===== src/rtl/suma_resta_serial.sv =====
// Digit-serial add/subtract (ADD/SUB/ADC/SBC) with C/N/V/Z flags and a stored carry for chaining.
// Optional saturation of ADD/SUB on signed overflow: define SUMRES_SAT_EN.
module suma_resta_serial #(
  parameter int M = 8,
  parameter int D = 2
) (
  input  logic         clk,
  input  logic         rst,
  input  logic         start,
  input  logic [1:0]   op,
  input  logic [M-1:0] A,
  input  logic [M-1:0] B,
  output logic         ready,
  output logic         done,
  output logic [M-1:0] R,
  output logic         C,
  output logic         N,
  output logic         V,
  output logic         Z
);

  localparam int NDIG = M / D;
  localparam int CW   = (NDIG > 1) ? $clog2(NDIG) : 1;

  typedef enum logic [1:0] {IDLE, RUN, DONE} state_t;

  state_t        state_q, state_d;
  logic [CW-1:0] cnt_q, cnt_d;
  logic [M-1:0]  a_q, a_d, b_q, b_d, acc_q, acc_d;
  logic [1:0]    op_q, op_d;
  logic          carry_q, carry_d, cst_q, cst_d;
  logic [M-1:0]  r_q, r_d;
  logic          c_q, c_d, n_q, n_d, v_q, v_d, z_q, z_d;

  logic [D:0]    chain;
  logic [D-1:0]  sum_dig;
  logic [M-1:0]  sum_ext, res_raw, res_fin;
  logic          ovf;

  // One D-bit ripple stage; the digit result enters the shift register from the top.
  always_comb begin
    chain[0] = carry_q;
    sum_dig  = '0;
    for (int i = 0; i < D; i++) begin
      sum_dig[i]  = a_q[i] ^ b_q[i] ^ chain[i];
      chain[i+1]  = (a_q[i] & b_q[i]) | (chain[i] & (a_q[i] ^ b_q[i]));
    end
    sum_ext          = '0;
    sum_ext[D-1:0]   = sum_dig;
    res_raw          = (acc_q >> D) | (sum_ext << (M - D));
    ovf              = chain[D] ^ chain[D-1];
    res_fin          = res_raw;
`ifdef SUMRES_SAT_EN
    if (!op_q[1] && ovf)
      res_fin = res_raw[M-1] ? {1'b0, {(M-1){1'b1}}} : {1'b1, {(M-1){1'b0}}};
`endif
  end

  // NOTE: every signal assigned here gets a default first, so no path can infer a latch.
  always_comb begin
    state_d = state_q;
    cnt_d   = cnt_q;
    a_d     = a_q;
    b_d     = b_q;
    acc_d   = acc_q;
    op_d    = op_q;
    carry_d = carry_q;
    cst_d   = cst_q;
    r_d     = r_q;
    c_d     = c_q;
    n_d     = n_q;
    v_d     = v_q;
    z_d     = z_q;
    unique case (state_q)
      IDLE, DONE: begin
        if (start) begin
          state_d = RUN;
          cnt_d   = '0;
          a_d     = A;
          b_d     = op[0] ? ~B : B;
          op_d    = op;
          carry_d = op[1] ? cst_q : op[0];
        end else begin
          state_d = IDLE;
        end
      end
      RUN: begin
        a_d     = a_q >> D;
        b_d     = b_q >> D;
        acc_d   = res_raw;
        carry_d = chain[D];
        cnt_d   = cnt_q + CW'(1);
        if (cnt_q == CW'(NDIG - 1)) begin
          state_d = DONE;
          r_d     = res_fin;
          c_d     = chain[D];
          cst_d   = chain[D];
          v_d     = ovf;
          n_d     = res_fin[M-1];
          z_d     = (res_fin == '0);
        end
      end
      default: state_d = IDLE;
    endcase
  end

  // NOTE: sequential state uses non-blocking assignments so all flops update together.
  always_ff @(posedge clk or posedge rst) begin
    if (rst) begin
      state_q <= IDLE;
      cnt_q   <= '0;
      a_q     <= '0;
      b_q     <= '0;
      acc_q   <= '0;
      op_q    <= '0;
      carry_q <= 1'b0;
      cst_q   <= 1'b0;
      r_q     <= '0;
      c_q     <= 1'b0;
      n_q     <= 1'b0;
      v_q     <= 1'b0;
      z_q     <= 1'b0;
    end else begin
      state_q <= state_d;
      cnt_q   <= cnt_d;
      a_q     <= a_d;
      b_q     <= b_d;
      acc_q   <= acc_d;
      op_q    <= op_d;
      carry_q <= carry_d;
      cst_q   <= cst_d;
      r_q     <= r_d;
      c_q     <= c_d;
      n_q     <= n_d;
      v_q     <= v_d;
      z_q     <= z_d;
    end
  end

  assign ready = (state_q != RUN);
  assign done  = (state_q == DONE);
  assign R     = r_q;
  assign C     = c_q;
  assign N     = n_q;
  assign V     = v_q;
  assign Z     = z_q;

endmodule


===== config.mk =====
export PLATFORM = sky130hd
export DESIGN_NAME = suma_resta_serial
export DESIGN_NICKNAME = d
export VERILOG_FILES = /design/src/rtl/suma_resta_serial.sv
export SDC_FILE = /design/constraint.sdc
export NUM_CORES = 1
export LEC_CHECK = 0
export BUFFER_PORTS_ARGS = -buffer_cell sky130_fd_sc_hd__buf_2
export CAP_MARGIN = 20
export CELL_PAD_IN_SITES_DETAIL_PLACEMENT = 1
export CELL_PAD_IN_SITES_GLOBAL_PLACEMENT = 2
export CORE_MARGIN = 4
export CORE_UTILIZATION = 34
export DETAILED_ROUTE_END_ITERATION = 12
export HOLD_SLACK_MARGIN = 0.02
export PLACE_DENSITY = 0.76
export SLEW_MARGIN = 0
export SYNTH_ARGS = -nofsm -noshare
export SYNTH_HDL_FRONTEND = slang
export SYNTH_SLANG_ARGS = --single-unit
export TNS_END_PERCENT = 5

===== constraint.sdc =====
create_clock -name clk -period 2.05 [get_ports clk]
set_input_delay 0.41 -clock clk [delete_from_list [all_inputs] [get_ports clk]]
set_output_delay 0.41 -clock clk [all_outputs]
set_load 0.005 [all_outputs]

; Word level (Yosys, flattened, before mapping)
; Index checks and enable logic that the tools add are counted.
[classes]
n_addsub = 1
eq_ne = 6
muxes = 13
n_bitwise = 13
n_reduce_logical = 6
[ops]
columns = cell, n
row1 = 8-bit one-hot mux with 2 select lines, 2
row2 = 8-bit 2-to-1 mux, 3
row3 = 8-bit logical NOT, 1
row4 = 8-bit inverter, 1
row5 = 6-bit by 8-bit bitwise OR with 8-bit output, 1
row6 = 2-bit one-hot mux with 2 select lines, 2
row7 = 1-bit bitwise XOR, 5
row8 = 1-bit AND, 4
row9 = 2-bit == test (second input constant), 2
row10 = 2-bit 2-to-1 mux, 2
row11 = 2-bit != test (second input constant), 2
row12 = 2-bit AND reduction, 2
row13 = 1-bit 2-to-1 mux, 3
row14 = 2-bit by 1-bit adder with 2-bit output (second input constant), 1
row15 = 2-bit by 1-bit == test with 1-bit output (second input constant), 1
row16 = 2-bit logical NOT, 1
row17 = 2-bit by 1-bit != test with 1-bit output (second input constant), 1
row18 = 1-bit bitwise OR, 2
row19 = 1-bit one-hot mux with 2 select lines, 1
row20 = 2-bit nonzero test, 1
row21 = 2-bit OR reduction, 1
[totals]
register_bits = 41
in_bits = 21
output_inout_bits = 14

; Longest topological paths before layout
[logic_depth]
depth_word = 6
depth_mapped = 5

; Worst setup path after synthesis
; OpenSTA, ideal clock, no wires.
[synth_path]
kind = register to register
startpoint = register a_q[0]
endpoint = register z_q, in the netlist Z
t_arrival_ns = 1.533
required_time_ns = 1.967
setup_slack_ns = 0.434
stages_incl_launch_ff = 6
n_path_buf = 0
period_less_slack_ns = 1.616
cell_sequence = dfrtp_1 -> inv_1 -> fa_1 -> fa_1 -> nand4_1 -> o21ai_0
[synth_between]
elab_chain_cells = 6
elab_cells_between_ends = 8
classes_between = bitwise (7) / reduce/logical (1)
[synth_rtl]
columns = item, line_no
row1 = from (decl), 29  ; logic [M-1:0] a_q, a_d, b_q, b_d, acc_q, acc_d;
row2 = from (signal assigned), 112  ; a_q <= '0;
row3 = from (signal assigned), 126  ; a_q <= a_d;
row4 = 1-bit bitwise XOR, "45, 46"
row5 = 1-bit AND, 46  ; chain[i+1] = (a_q[i] & b_q[i]) | (chain[i] & (a_q[i] ^ b_q[i]));
row6 = 1-bit bitwise OR, 46
row7 = 1-bit bitwise XOR, 45  ; sum_dig[i] = a_q[i] ^ b_q[i] ^ chain[i];
row8 = 6-bit by 8-bit bitwise OR with 8-bit output (*), 50  ; res_raw = (acc_q >> D) | (sum_ext << (M - D));
row9 = 8-bit logical NOT (*), 100  ; z_d = (res_fin == '0);
row10 = to (signal assigned), 136  ; z_q <= z_d;
row11 = to (decl), 33  ; logic c_q, c_d, n_q, n_d, v_q, v_d, z_q, z_d;
; Every way passes the cells marked *; elsewhere a longest branch is shown, timed or not.
; A chain may end at the register's enable or synchronous reset.

; Final worst setup path
; Ends and elaborated chain as after synthesis.

==> impl_metrics.tcl <==
set metrics [dict create \
    cts_setup_buffers 0 \
    fin_cells 251 \
    clock-sinks 38 \
    fillers 558 \
    multiInputGateArea_sq_um 629.4 \
    vias_per_cell 4.761 \
    synth-seq-cells 38 \
    syn-instance-count 147 \
    grt_pass1_vias 1278 \
    power_density_mw_per_mm2 1529 \
    cts_resized 0 \
    min_period_ps 1724 \
    start_kind "register" \
    critPathKind "reg2reg" \
    gp_congestion 0.6950 \
    critPathMaxStageDelay_ps 540 \
    chipHeight_microns 78.28 \
    worstReg2RegStart "a_q[0]$_DFFE_PP0P_" \
    tns_ps 0 \
    yosys_warnings 0 \
    r2r_setup_slack_ps 330 \
    grt-ovfl-total 0 \
    seq_area_frac_synth_pct 56.63 \
    place_inst 243 \
    antenna_cells 0 \
    ioPinCount 35 \
    syn_nets 171 \
    timing.hold.ws_ps 227.1 \
    die-area_sq_mm 0.006127 \
    clockBufferDepth 2 \
    htreeDepth 2 \
    synth_area_per_cell_sq_um 11.42 \
    p_leak_uw 0.0009829 \
    io_buffer_count 34 \
    syn_to_final_growth_pct 18.26 \
    core_sq_mm 0.004755 \
    fin_crit_sh_pct 84.08 \
    reg2reg_to "Z$_DFFE_PP0P_" \
    critPathCaptureType "register" \
    peakVddDrop_mv 0.4793 \
    first_iter_violations 32 \
    rows 25 \
    grt_pass1_wl_mm 6.258 \
    clk_latency_ps 290 \
    drv_cap 0 \
    cts_tree "yes" \
    cts_made_buffers 5 \
    regArea_sq_um 950.9 \
    cts_hold_buf 0 \
    fin_nets 207 \
    arrival_ps 1930 \
    rsz0062_at_grt "false" \
    path_cells "inv_1, fa_1, fa_1, nand4_1, o21ai_0" \
    antenna_found_initial 0 \
    crit_slowest_cell "fa_1" \
    drt-pass1-iter-count 4 \
    die_w_microns 78.28 \
    drive_above_1_share_pct 29.35 \
    worst_pin_slew_ps 782.1 \
    syn_area_sq_mm 0.001679 \
    worstHoldPathType "in2async" \
    grt_max_degree 39 \
    layout_common_cells "38 x dfrtp_1, 34 x buf_2, 23 x nand2_1, 9 x o21ai_0" \
    ant_nets 0 \
    clk_pin_slew_worst_paths_ps 70 \
    via_count 1195 \
    rr_worst_depth 5 \
    clock.fmax_ghz 0.5802 \
    final_common_cell "dfrtp_1" \
    crit_path_max_fanout 3 \
    critPathMostFrequentCell "fa_1" \
    yosys.cell_types.count 27 \
    slew_viol_final 0 \
    routed_wl_mm 3.636 \
    ctsRootBufferMaster "clkbuf_8" \
    start_util_pct 35.32 \
    slew-limit-headroom_pct 47.67 \
    drc 0 \
    setup_viol 0 \
    wl_per_cell_microns 14.49 \
    fin_skew_ps 2.220 \
    status "finished clean" \
    track_usage_pct 13.14 \
    worstPathRequired_ps 2260 \
    hold_viol 0 \
    hpwlAfterDp_mm 2.642 \
]
per-layer routing:
metal	part of all wire [%]	up-vias	GRT usage, %
met5	0	-	0
met3	4.8	5	4.014
met1	45	587	15.84
li1	-	576	-
met2	49	27	22.17
met4	1.4	0	4.720
cells by family (layout without fill, tap and decap cells):
kind of cell               after synthesis  in the layout  synth area share [%]
and+or+nand+nor                         46             46                 12.67
DFF                                     38             38                 56.63
AOI/OAI and AO/OA                       27             27                 12.37
buffers and inverters                   17             54                 5.886
xor gates and xnor gates                 9              9                 4.695
muxes                                    7              7                 4.620
adders and majority gates                3              3                 3.130
worst max-delay path by stage:
stage / startpoint / to / slack [ps] / cells past startpoint
after global routing: b_q[0]$_DFFE_PP0P_ / Z$_DFFE_PP0P_ / 170 / 5
after CTS: a_q[0]$_DFFE_PP0P_ / Z$_DFFE_PP0P_ / 300 / 5
after floorplan: a_q[0]$_DFFE_PP0P_ / Z$_DFFE_PP0P_ / 430 / 5
final: a_q[0]$_DFFE_PP0P_ / Z$_DFFE_PP0P_ / 330 / 5
after global placement: a_q[0]$_DFFE_PP0P_ / Z$_DFFE_PP0P_ / 380 / 5
after detailed placement: a_q[0]$_DFFE_PP0P_ / Z$_DFFE_PP0P_ / 320 / 5
worst max-delay path: cells and delay by family, from the launching register on:
kind            cells  cell delay [ps]
buf+inv             1               70
simple gates        1               90
flops               1              320
compound gates      1              140
fa+ha+maj           2             1020
state kept, by name (all words and copies together) (netlist names), 2 cells and up:
signal	cells
state_q	2
cnt_q	2
a_q	8
b_q	8
R	8
acc_q	6
power breakdown:
part | leakage [uW] | internal, uW | total, uW | switching, uW
Clock | 0.0000482 | 271 | 525 | 254
Combinational | 0.000455 | 560 | 1210 | 652
Sequential | 0.000480 | 1090 | 1300 | 211
synthesized netlist by cell type:
master	number	area, sq um
nand3_1	6	30.03
nor3_1	2	10.01
nand2_1	23	86.33
nor2b_1	2	12.51
dfrtp_1	38	950.9
fa_1	2	40.04
ha_1	1	12.51
o221ai_1	1	8.760
nor4_1	1	6.260
xor2_1	2	17.52
buf_2	4	20.02
mux2_2	6	67.56
a221o_1	8	80.08
mux2i_1	1	10.01
nor2_1	8	30.03
a22o_1	5	43.79
nand2b_1	1	6.260
xnor2_1	7	61.31
buf_6	3	33.78
inv_2	1	3.750
nand4_1	1	6.260
nand3b_2	1	11.26
a22oi_1	4	30.03
buf_4	2	15.01
o21ai_0	9	45.04
nor2b_4	1	13.76
inv_1	7	26.28
cell type report:
| class | instances | area share, % |
|---|---|---|
| multi-input cells | 92 | 31.70 |
| clock inverters | 1 | 0.2520 |
| flip-flops and latches | 38 | 47.89 |
| clock buffers | 7 | 4.348 |
| inverters | 8 | 1.512 |
| well taps | 67 | 4.222 |
| repair buffers | 38 | 10.08 |
through the flow:
step	utilization [%]	area [sq um]	setup slack, ps	power, uW
2_1_floorplan	-	1679	434.0	2199
3_3_place_gp	39.84	1894	379.7	2495
3_5_place_dp	39.84	1894	315.5	2558
4_1_cts	41.76	1986	304.0	3101
5_1_grt	41.76	1986	170.5	3315
6_report	41.76	1986	326.4	3035
(Power assumes the default switching activity.)
